`config.mk`:
```
export PLATFORM = sky130hd
export DESIGN_NAME = linear_weight_loader_flat
export DESIGN_NICKNAME = d
export VERILOG_FILES = /design/src/rtl/linear_weight_loader_if.sv /design/src/rtl/linear_weight_loader.sv /design/src/flat_wrapper.sv
export SDC_FILE = /design/constraint.sdc
export NUM_CORES = 1
export LEC_CHECK = 0
export ABC_AREA = 1
export BUFFER_PORTS_ARGS = -buffer_cell sky130_fd_sc_hd__buf_2
export CORE_UTILIZATION = 51
export CTS_BUF_LIST = sky130_fd_sc_hd__clkbuf_8
export DETAILED_ROUTE_END_ITERATION = 16
export PLACE_DENSITY_LB_ADDON = 0.1
export SLEW_MARGIN = 20
export SYNTH_ARGS = -nofsm -noshare
export SYNTH_HDL_FRONTEND = slang
export SYNTH_SLANG_ARGS = --single-unit
```
`constraint.sdc`:
```
create_clock -name clk -period 2.47 [get_ports clk]
set_clock_uncertainty 0.15 [all_clocks]
set_input_delay 0.247 -clock clk [delete_from_list [all_inputs] [get_ports clk]]
set_output_delay 0.247 -clock clk [all_outputs]
set_load 0.005 [all_outputs]
```
`src/rtl/linear_weight_loader_if.sv`:
```
// Weight-stream bus into the loader and the PE weight-write bus out of it.
// The loader takes the slave view. The stream source (or a bench) takes the master view.
interface linear_weight_loader_if #(
  parameter int unsigned DATA_W = 64
);
  logic              s_valid;
  logic              s_ready;
  logic [DATA_W-1:0] s_data;
  logic              s_last;
  logic              load_weight;
  logic [31:0]       weight_addr;
  logic [DATA_W-1:0] weight_data;

  modport master (
    output s_valid, s_data, s_last,
    input  s_ready, load_weight, weight_addr, weight_data
  );

  modport slave (
    input  s_valid, s_data, s_last,
    output s_ready, load_weight, weight_addr, weight_data
  );
endinterface

```
`src/rtl/linear_weight_loader.sv`:
```
// Preloads the weight and bias image of one linear-layer PE from a valid/ready word stream.
// The PE enable stays gated until the complete image has been written.
module linear_weight_loader #(
  parameter int unsigned pWEIGHT_DATA_WIDTH = 64,
  parameter logic [31:0] pWEIGHT_BASE_ADDR  = 32'h4000_0000,
  parameter int unsigned pWEIGHT_WORDS      = 401408,
  parameter int unsigned pBIAS_WORDS        = 16
) (
  input  logic                   clk,
  input  logic                   rst,
  input  logic                   start,
  linear_weight_loader_if.slave  bus,
  input  logic                   up_valid,
  input  logic                   pe_ready_in,
  output logic                   pe_en,
  output logic                   loaded,
  output logic                   busy,
  output logic                   err
);

  localparam int unsigned TOTAL = pWEIGHT_WORDS + pBIAS_WORDS;
  localparam int unsigned CNT_W = $clog2(TOTAL + 1);
  localparam logic [CNT_W-1:0] LAST_W   = CNT_W'(pWEIGHT_WORDS - 1);
  localparam logic [CNT_W-1:0] LAST_ALL = CNT_W'(TOTAL - 1);

  typedef enum logic [2:0] {IDLE, LOAD_W, LOAD_B, READY, ERR} state_t;

  state_t           state;
  logic [CNT_W-1:0] cnt;
  logic             hs;
  logic             final_word;

  assign hs         = bus.s_valid & bus.s_ready;
  assign final_word = (cnt == LAST_ALL);
  assign pe_en      = loaded & up_valid & pe_ready_in;

  always_ff @(posedge clk) begin
    if (!rst) begin
      state           <= IDLE;
      cnt             <= '0;
      bus.s_ready     <= 1'b0;
      bus.load_weight <= 1'b0;
      bus.weight_addr <= '0;
      bus.weight_data <= '0;
      loaded          <= 1'b0;
      busy            <= 1'b0;
      err             <= 1'b0;
    end else begin
      bus.load_weight <= 1'b0;
      case (state)
        IDLE, READY, ERR: begin
          if (start) begin
            state       <= LOAD_W;
            cnt         <= '0;
            bus.s_ready <= 1'b1;
            busy        <= 1'b1;
            loaded      <= 1'b0;
            err         <= 1'b0;
          end
        end
        LOAD_W, LOAD_B: begin
          if (hs) begin
            // Every accepted word is written, including the one that breaks framing.
            bus.load_weight <= 1'b1;
            bus.weight_addr <= pWEIGHT_BASE_ADDR + 32'(cnt);
            bus.weight_data <= pWEIGHT_DATA_WIDTH'(bus.s_data);
            cnt             <= cnt + 1'b1;
            if (final_word && bus.s_last) begin
              state       <= READY;
              bus.s_ready <= 1'b0;
              busy        <= 1'b0;
              loaded      <= 1'b1;
            end else if (final_word || bus.s_last) begin
              state       <= ERR;
              bus.s_ready <= 1'b0;
              busy        <= 1'b0;
              loaded      <= 1'b0;
              err         <= 1'b1;
            end else if (state == LOAD_W && cnt == LAST_W) begin
              state <= LOAD_B;
            end
          end
        end
        default: begin
          state       <= IDLE;
          bus.s_ready <= 1'b0;
          busy        <= 1'b0;
          loaded      <= 1'b0;
        end
      endcase
    end
  end

endmodule

```
`src/flat_wrapper.sv`:
```
// flat-port wrapper written by rule: the top's interface ports become plain ports
module linear_weight_loader_flat 
#(
  parameter int unsigned pWEIGHT_DATA_WIDTH = 64,
  parameter logic [31:0] pWEIGHT_BASE_ADDR  = 32'h4000_0000,
  parameter int unsigned pWEIGHT_WORDS      = 401408,
  parameter int unsigned pBIAS_WORDS        = 16
)
  (clk, rst, start, up_valid, pe_ready_in, pe_en, loaded, busy, err, bus_s_valid, bus_s_data, bus_s_last, bus_s_ready, bus_load_weight, bus_weight_addr, bus_weight_data);
  linear_weight_loader_if #(.DATA_W((64))) bus_i ();
  input  logic clk;
  input  logic rst;
  input  logic start;
  input  logic up_valid;
  input  logic pe_ready_in;
  output logic pe_en;
  output logic loaded;
  output logic busy;
  output logic err;
  input wire logic [$bits(bus_i.s_valid)-1:0] bus_s_valid;
  input wire logic [$bits(bus_i.s_data)-1:0] bus_s_data;
  input wire logic [$bits(bus_i.s_last)-1:0] bus_s_last;
  output wire logic [$bits(bus_i.s_ready)-1:0] bus_s_ready;
  output wire logic [$bits(bus_i.load_weight)-1:0] bus_load_weight;
  output wire logic [$bits(bus_i.weight_addr)-1:0] bus_weight_addr;
  output wire logic [$bits(bus_i.weight_data)-1:0] bus_weight_data;
  assign bus_i.s_valid = bus_s_valid;
  assign bus_i.s_data = bus_s_data;
  assign bus_i.s_last = bus_s_last;
  assign bus_s_ready = bus_i.s_ready;
  assign bus_load_weight = bus_i.load_weight;
  assign bus_weight_addr = bus_i.weight_addr;
  assign bus_weight_data = bus_i.weight_data;
  linear_weight_loader #(.pWEIGHT_DATA_WIDTH(pWEIGHT_DATA_WIDTH), .pWEIGHT_BASE_ADDR(pWEIGHT_BASE_ADDR), .pWEIGHT_WORDS(pWEIGHT_WORDS), .pBIAS_WORDS(pBIAS_WORDS)) u_core (.clk(clk), .rst(rst), .start(start), .bus(bus_i), .up_valid(up_valid), .pe_ready_in(pe_ready_in), .pe_en(pe_en), .loaded(loaded), .busy(busy), .err(err));
endmodule
```
# [Word level (Yosys, flattened, before mapping)]
# Index checks and enable logic that the tools add are counted.
[totals] input_bits=71 out_inout_bits=102 wordCells=61 ff_bits=122
[classes] addsub=2 bitwise=3 n_reduce_logical=13 n_eq_ne=12 mux=23
[ops] op="$eq 19x19->1 const B" count=2
[ops] op="$mux 19" count=2
[ops] op="$pmux 19 s2" count=1
[ops] op="$add 31x19->32 const A" count=1
[ops] op="$add 19x1->19 const B" count=1
[ops] op="$mux 3" count=5
[ops] op="$mux 1" count=11
[ops] op="$reduce_and 3->1" count=3
[ops] op="$eq 3x2->1 const B" count=2
[ops] op="$pmux 1 s2" count=3
[ops] op="$pmux 3 s2" count=1
[ops] op="$reduce_and 5->1" count=1
[ops] op="$ne 2x1->1 const B" count=2
[ops] op="$ne 2x2->1 const B" count=2
[ops] op="$ne 4x1->1 const B" count=1
[ops] op="$reduce_and 2->1" count=2
[ops] op="$and 1x1->1" count=3
[ops] op="$eq 3x1->1 const B" count=1
[ops] op="$eq 3x3->1 const B" count=1
[ops] op="$logic_not 3->1" count=1
[ops] op="$ne 3x1->1 const B" count=1
[ops] op="$reduce_or 3->1" count=1
[ops] op="$logic_and 1x1->1" count=2
[ops] op="$reduce_bool 2->1" count=1
[ops] op="other kinds (2)" count=2

# [Longest topological paths before layout]
# Gate-level depths: netlist of the first run.
[depth] word_depth=7 depth_mapped=13 ltp_nobuf=13

# [Worst setup path after synthesis of the first run]
# No wires, ideal clock.
[synth_timing] path_kind="register to register" from="reg u_core.cnt[0]" to="reg u_core.state[1]" path_buffers=0 period_less_slack_ns=1.880 setup_ns=0.064 path_stages_with_launch=10 arrival_ns=1.666 setup_slack_ns=0.590 t_required_ns=2.256 path_cell_list="dfxtp_1 > ha_1 > nand2_1 > nor2_2 > nand3b_1 > ha_1 > or2_2 > nand3_1 > nand2_1 > nor2_1"
[synth_via] elab_chain_len=6 elab_cells_between_ends=11 cone_classes="3 x eq/ne; 4 x mux; 4 x reduce/logical"
[synth_rtl] item="start: declaration" line_no="linear_weight_loader.sv:29" source="logic [CNT_W-1:0] cnt;"
[synth_rtl] item="start signal: assignment" line_no="linear_weight_loader.sv:67" source="cnt <= cnt + 1'b1;"
[synth_rtl] item="$eq 19x19->1" line_no="linear_weight_loader.sv:34" source="assign final_word = (cnt == LAST_ALL);"
[synth_rtl] item="$logic_or 1x1->1" line_no="linear_weight_loader.sv:73" source="end else if (final_word || bus.s_last) begin"
[synth_rtl] item="$mux 3" line_no="linear_weight_loader.sv:73"
[synth_rtl] item="$mux 3" line_no="linear_weight_loader.sv:68" source="if (final_word && bus.s_last) begin"
[synth_rtl] item="$mux 3" line_no="linear_weight_loader.sv:62" source="if (hs) begin"
[synth_rtl] item="$pmux 3 s2" line_no="linear_weight_loader.sv:50" source="case (state)"
[synth_rtl] item="end signal: assignment" line_no="linear_weight_loader.sv:53" source="state <= LOAD_W;"
[synth_rtl] item="end signal: assignment" line_no="linear_weight_loader.sv:69" source="state <= READY;"
[synth_rtl] item="end signal: assignment" line_no="linear_weight_loader.sv:74" source="state <= ERR;"
[synth_rtl] item="end: declaration" line_no="linear_weight_loader.sv:28" source="state_t state;"
# Parallel ways exist; a longest one is shown, timed or not. The select of a mux whose other input is x is not followed.
# A chain may end at the register's enable or synchronous reset.

# [Worst setup path in the final report of the first run]
[layout_timing] from="reg u_core.cnt[1]" to="reg u_core.state[1]"
# The elaborated chain is that of the path after synthesis.

==> results of run 1 <==
-- worst max-delay path by stage --
| stage | from | end | depth (start not counted) |
|---|---|---|---|
| floorplan | u_core.cnt[0] | u_core.state[1] | 9 |
| global placement | u_core.cnt[0] | u_core.state[1] | 9 |
| detailed placement | u_core.cnt[1] | u_core.state[1] | 9 |
| CTS | u_core.cnt[1] | u_core.state[1] | 9 |
| global route | u_core.cnt[1] | u_core.state[1] | 9 |
| finish | u_core.cnt[1] | u_core.state[1] | 9 |
-- worst min-delay path: cells and delay by family --
family	cells	cell delay (ns)
AND/OR/NAND/NOR	1	0.10
buffers and inverters	2	0.19
-- cell families (layout without fill, tap and decap cells) --
logic type | count (synthesis) | in the layout | synth area share (%)
other | 1 | 12 | 0.08149
and+or+nand+nor | 296 | 296 | 28.06
buffers and inverters | 78 | 279 | 9.108
adders and majority gates | 3 | 3 | 0.8157
DFF | 110 | 110 | 47.85
AOI/OAI and AO/OA | 119 | 119 | 13.70
xor gates and xnor gates | 2 | 2 | 0.3807
-- through the flow --
stage	hold WS [ns]	total power, mW
after floorplan	0.2319	2.869
after global placement	0.2998	3.182
final	0.05704	4.276
after global routing	0.06373	4.515
after detailed placement	0.3156	3.204
after CTS	0.05395	4.305
-- timing repair --
action	CTS	global route
endpoints found under the setup margin	0	0
hold buffers	65	0
hold endpoints to repair	65	0
buffers inserted	0	0
-- layout make-up --
cell class	instances	area, um^2	area share, %
sequential	110	2202	35.63
multi-input combinational	432	2022	32.71
timing repair buffer	229	1506	24.37
tap	108	135.1	2.186
inverter	35	133.9	2.166
clock buffer	9	123.9	2.004
clock inverter	6	57.56	0.9312
-- placed cells by master, fill, tap and decap left out, types with 12 or more instances in the layout --
master         count
a21oi_1           28
buf_2            160
conb_1            12
dfxtp_1          110
dlygate4sd3_1     65
inv_1             29
nand2_1           65
nand3_1           12
nor2_1           186
o21ai_0           74
-- metal layers --
layer  up-vias  share of wire [%]
met5         -                  0
met4         0                2.2
met3        26                6.7
met2       169                 50
met1      2130                 41
li1       2330                  -
-- flip-flops by register name, summed over array words and instances, names as in the netlist --
name,count
u_core.bus.weight_data,64
u_core.bus.weight_addr,20
u_core.err,1
u_core.bus.load_weight,1
u_core.state,3
u_core.loaded,1
u_core.cnt,19
u_core.bus.s_ready,1
-- power by group --
group          switching (mW)  internal (mW)  total (mW)  leakage, nW
Sequential              0.108           1.97        2.08        0.890
Clock                   0.644          0.383        1.03       0.0908
Combinational           0.711          0.461        1.17         2.08
Total                    1.46           2.81        4.28         3.06
==> impl_results.md, run 1 <==
- Top-area cell type share of the netlist area: 47.85%
- Met1 Use GR: a little under a third
- Leakage: 3.062 nW
- Area Growth Syn to Fin: 34.31%
- Final worst setup slack: approximately 0.31 ns
- Critical R2R Launch: u_core.cnt[1]
- Most frequent cell after synthesis: nor2_1
- Placed cell count: about 850
- Critical Path Start Type: flop
- Critical Path AT: 2.32 ns
- Fin Setup TNS: 0 ns
- Clk_lat worst skew: 0.37 ns
- Dominant cells by area after synthesis: dfxtp_1 48%, nor2_1 15%, o21ai_0 8.0%, nand2_1 5.3%, a21oi_1 3.0%
- Worst Max-Slew Pin Slew: around 0.72 ns
- Seq/Total Area, Yosys: 47.85%
- Core area: roughly 8700 um^2
- Initial Util: 52.77%
- RSZ-0062 raised after global routing: no
- Post-DP Area: 5349 um^2
- Largest area contributor in the netlist: dfxtp_1
- Number of vias per cell: ~5
- Die Ht: between 90 and 100 um
- Largest net degree at the start of global routing: 97
- Critical Path Sink Type: flop
- DR vias: 4655
- Die W: 96.99 um
- Critical path type: reg2reg
- Synth Area per Inst: 7.557 um^2
- Die Area: ~9400 um^2
- TritonRoute pass-1 iters: 5
- H-tree depth: 3
- Slowest cell on crit path: dfxtp_1
- Yosys warnings: 0
- Post-synth top cells: 186 x nor2_1, 110 x dfxtp_1, 74 x o21ai_0
- Status: finished, final reports clean
- Mapped Area: 4602 um^2
- Diodes inserted: 0
- Clock Pin Slew Worst Setup and Hold Paths: 0.11 ns
- Final Cycle Share: a little under 90%
- Antenna violations before repair: 0
- DR iter-0 viols: 204
- R2r setup slk: 0.31 ns
- Port bufs: 160
- Crit path buffers/inverters: 0
- Largest stage delay, worst path: 0.39 ns
- GRT Resource Usage Total: 26.24%
- Post-route cell area: 6181 um^2
- Post-Syn Instances: roughly 610
- Final RePlAce weighted congestion: 0.8468
- Min-Delay Endpoint: u_core.bus.weight_addr[30]
- Finished Layout Cells: 929
- First-pass GRT wire length: 20340 um
- CTS tree: yes
- Fin util: 70.88%
- Clock Tree Buf Depth: 2
- Final wirelength: roughly 12000 um
- CP Max Fanout: 7
- Gr busiest metal: met2
- Synth async-reset ratio: 0%
- Hpwl dp: 7858 um
- Min cycle time layout: 2.155 ns
- DRC violations left: 0
- Root buf cell: clkbuf_8
- Worst hold path type: in2reg
- FP Rows: 34
- Total CTS buffers: 9
- Nets: 891
- Critical Path RT: roughly 2.6 ns
- EDFF count, synth: 0
- Wire length per cell: roughly 13 um
- Worst path top cell family by delay: simple AND/OR/NAND/NOR gates
- Met2 GRT Util: between 40% and 50%
- Reg-to-reg endpoint: u_core.state[1]
- Post-DRT Antenna Nets: 0
- Post_cts resized: 0
- Vias in the first global route: 4371
- HP Start: rst
- Seq cells post-synth: 110
- Worst ir drop on vdd: 0.0003679 V
- Layout cells sized above 1: around a quarter
- Cells on worst reg2reg path: 9
- Pwr Density: ~690 nW/um^2
- Fill cell count: approximately 690
- Fmax: 0.4639 GHz
- Final hold viol count: 0
- Hold path cells: 3
- Total grt overflow: 0
- Number of library cell types mapped by synthesis: 36
- Ports: 173
- Number of max-cap violations: 0
- Met3 Usage GRT: 8.020%
- Crit-path cells: ha_1 -> nand2_1 -> nor2_2 -> nand3b_1 -> ha_1 -> or2_2 -> nand3_1 -> nand2_1 -> nor2_1
- Max-slew headroom: 51.79%
- Pre-CTS WS: 0.3350 ns
- Max-slew violations: 0
- Clock sinks: 110
- Top_reg_cell synth: dfxtp_1
- # setup viols final: 0
(Power assumes the default switching activity.)
==> inputs of run 2 (changes only) <==
--- a/config.mk
+++ b/config.mk
@@ -12,2 +12,3 @@
 export DETAILED_ROUTE_END_ITERATION = 16
+export GPL_TIMING_DRIVEN = 0
 export PLACE_DENSITY_LB_ADDON = 0.1
==> constraint.sdc (replaced) <==
create_clock -name clk -period 2.47 [get_ports clk]
set_clock_uncertainty 0.15 [all_clocks]
set_input_delay 0.1235 -clock clk [delete_from_list [all_inputs] [get_ports clk]]
set_output_delay 0.1235 -clock clk [all_outputs]
set_load 0.005 [all_outputs]
==> impl_results.md, run 2 (synthesized netlist as in run 1, its figures left out) <==
- DRC violations left: 0
- Clock sinks: 110
- Hpwl dp: 9067 um
- Final Cycle Share: 87.33%
- Clock share of power: a little over a quarter
- Root buf cell: clkbuf_8
- Clock Tree Buf Depth: 2
- Number of vias per cell: 5.017
- Gr busiest metal: met2
- Post-DRT Antenna Nets: 0
- Initial Util: 52.77%
- Vias in the first global route: 4891
- DR iter-0 viols: 187
- Final hold viol count: 0
- Sequential Area: approximately 2200 um^2
- Largest net degree at the start of global routing: 21
- Pint: just over 3 mW
- Worst ir drop on vdd: 0.0004650 V
- Critical path type: reg2reg
- Layout cells sized above 1: between 20 and 30%
- Die Ht: 96.99 um
- Die W: 96.99 um
- Reg-to-reg endpoint: u_core.state[1]
- Status: finished, final reports clean
- H-tree depth: 3
- R2r setup slk: 0.31 ns
- Total grt overflow: 0
- Final RePlAce weighted congestion: 0.8393
- Crit-path cells: ha_1 -> nand2_1 -> nor2_2 -> nand3b_1 -> ha_1 -> or2_2 -> nand3_1 -> nand2_1 -> nor2_1
- Port bufs: 160
- NetSw: 1.545 mW
- Critical Path Sink Type: flop
- Setup crit end: u_core.state[1]
- Core area: around 8700 um^2
- Critical R2R Launch: u_core.cnt[1]
- Met2 GRT Util: between 50% and 60%
- Most frequent cells in the layout: 186 x nor2_1, 172 x buf_2, 110 x dfxtp_1, 74 x o21ai_0
- Fill cell count: 669
- Number of max-cap violations: 0
- Comb pwr share: 28.4%
- Max reg flops: 64
- Biggest regs: u_core.bus.weight_data: 64 flops, u_core.bus.weight_addr: 20 flops, u_core.cnt: 19 flops
- Critical path origin: u_core.cnt[1]
- Worst hold path type: in2reg
- Most common cell after layout, fill and taps aside: nor2_1
- Wire length per cell: 14.22 um
- Met3 Usage GRT: 9.032%
- Clk_lat worst skew: 0.38 ns
- Area Growth Syn to Fin: 40.24%
- Final wirelength: ~14000 um
- Critical Path RT: 2.64 ns
- Pwr Density: 709.7 nW/um^2
- Nets: 930
- Total CTS buffers: 9
- Critical Path AT: 2.33 ns
- Met1 Use GR: 32.43%
- Post_cts resized: 0
- GRT Resource Usage Total: 29.82%
- FP Rows: 34
- Leakage: 3.236 nW
- RSZ-0062 raised after global routing: no
- Cells on worst reg2reg path: 9
- Min cycle time layout: 2.157 ns
- Fin util: approximately three quarters
- Clock Pin Slew Worst Setup and Hold Paths: 0.11 ns
- Antenna violations before repair: 0
- Fin Setup TNS: 0 ns
- First-pass GRT wire length: ~22000 um
- Multi-input logic area: a little over 2000 um^2
- CTS tree: yes
- Fmax: 0.4636 GHz
- CP Max Fanout: 7
- # setup viols final: 0
- Max-slew violations: 0
- TritonRoute pass-1 iters: 7
- Slowest cell on crit path: dfxtp_1
- Ports: 173
- Largest stage delay, worst path: 0.40 ns
- Critical Path Start Type: flop
- Die Area: 9407 um^2
- Diodes inserted: 0
- Biggest register: u_core.bus.weight_data
- Sw Ratio: 33.74%
- DR vias: 4861
- Sequential power share: 45.5%
## run 2: cell count changes in the layout (fill, tap and decap cells not counted)
cell        delta
clkinvlp_4     -1
inv_8          +1
clkbuf_2       +1
clkbuf_1       +9
buf_2         +12
buf_4         +12
clkbuf_8       +2
buf_12         -2
buf_6          +6
clkinv_2       -1
bufinv_16      +1
## run 2: layer usage
layer	vias to the layer above	part of all wire (%)	wire length [um]
li1	2414	-	-
met1	2233	39	5442
met2	173	51	7014
met3	41	6.3	867
met4	0	3.3	458
met5	-	0	0
## run 2: critical path, delay by kind of cell (launching register included)
| kind | cells | cell delay, ns |
|---|---|---|
| adder cells (fa/ha/maj) | 2 | 0.51 |
| flip-flops | 1 | 0.40 |
| AND/OR/NAND/NOR | 7 | 1.05 |
## run 2: per-stage QoR
| step | power [mW] | std cells | area [um^2] | setup WS [ns] | hold slack, ns |
|---|---|---|---|---|---|
| 2_1_floorplan | 2.869 | 620 | 4643 | 0.5896 | 0.1084 |
| 3_3_place_gp | 3.271 | 888 | 5579 | 0.3437 | 0.1930 |
| 3_5_place_dp | 3.303 | 888 | 5579 | 0.3519 | 0.2003 |
| 4_1_cts | 4.561 | 969 | 6454 | 0.3078 | 0.01831 |
| 5_1_grt | 4.806 | 969 | 6454 | 0.1614 | 0.02207 |
| 6_report | 4.580 | 969 | 6454 | 0.3130 | 0.02397 |
## run 2: cell type report
class | instances | area share [%]
Tap cell | 108 | 2.094
Inverter | 35 | 2.074
Multi-Input combinational cell | 432 | 31.33
Clock buffer | 10 | 2.133
Buffer | 43 | 4.420
Sequential cell | 110 | 34.12
Timing Repair Buffer | 225 | 22.49
Clock inverter | 6 | 1.338
## run 2: what timing repair did
action,4_1_cts,5_1_grt
hold buffers,65,0
setup buffers,0,0
endpoints found under the hold margin,65,0
## run 2: power groups by stage
stage          sequential [mW]  combinational, mW  clock, mW
5_1_grt                   2.11               1.43       1.28
4_1_cts                   2.08               1.28       1.21
2_1_floorplan             2.12              0.745          0
3_5_place_dp              2.11               1.19          0
6_report                  2.08               1.30       1.20
3_3_place_gp              2.10               1.17          0
## run 2: worst min-delay path by stage
stage | startpoint | endpoint | slack, ns | depth (start not counted)
final | rst | u_core.bus.weight_addr[30] | 0.02 | 3
after global routing | rst | u_core.cnt[0] | 0.02 | 3
after CTS | rst | u_core.cnt[0] | 0.02 | 3
after detailed placement | bus_s_data[27] | u_core.bus.weight_data[27] | 0.20 | 3
after global placement | bus_s_data[44] | u_core.bus.weight_data[44] | 0.19 | 3
after floorplan | bus_s_data[4] | u_core.bus.weight_data[4] | 0.11 | 2
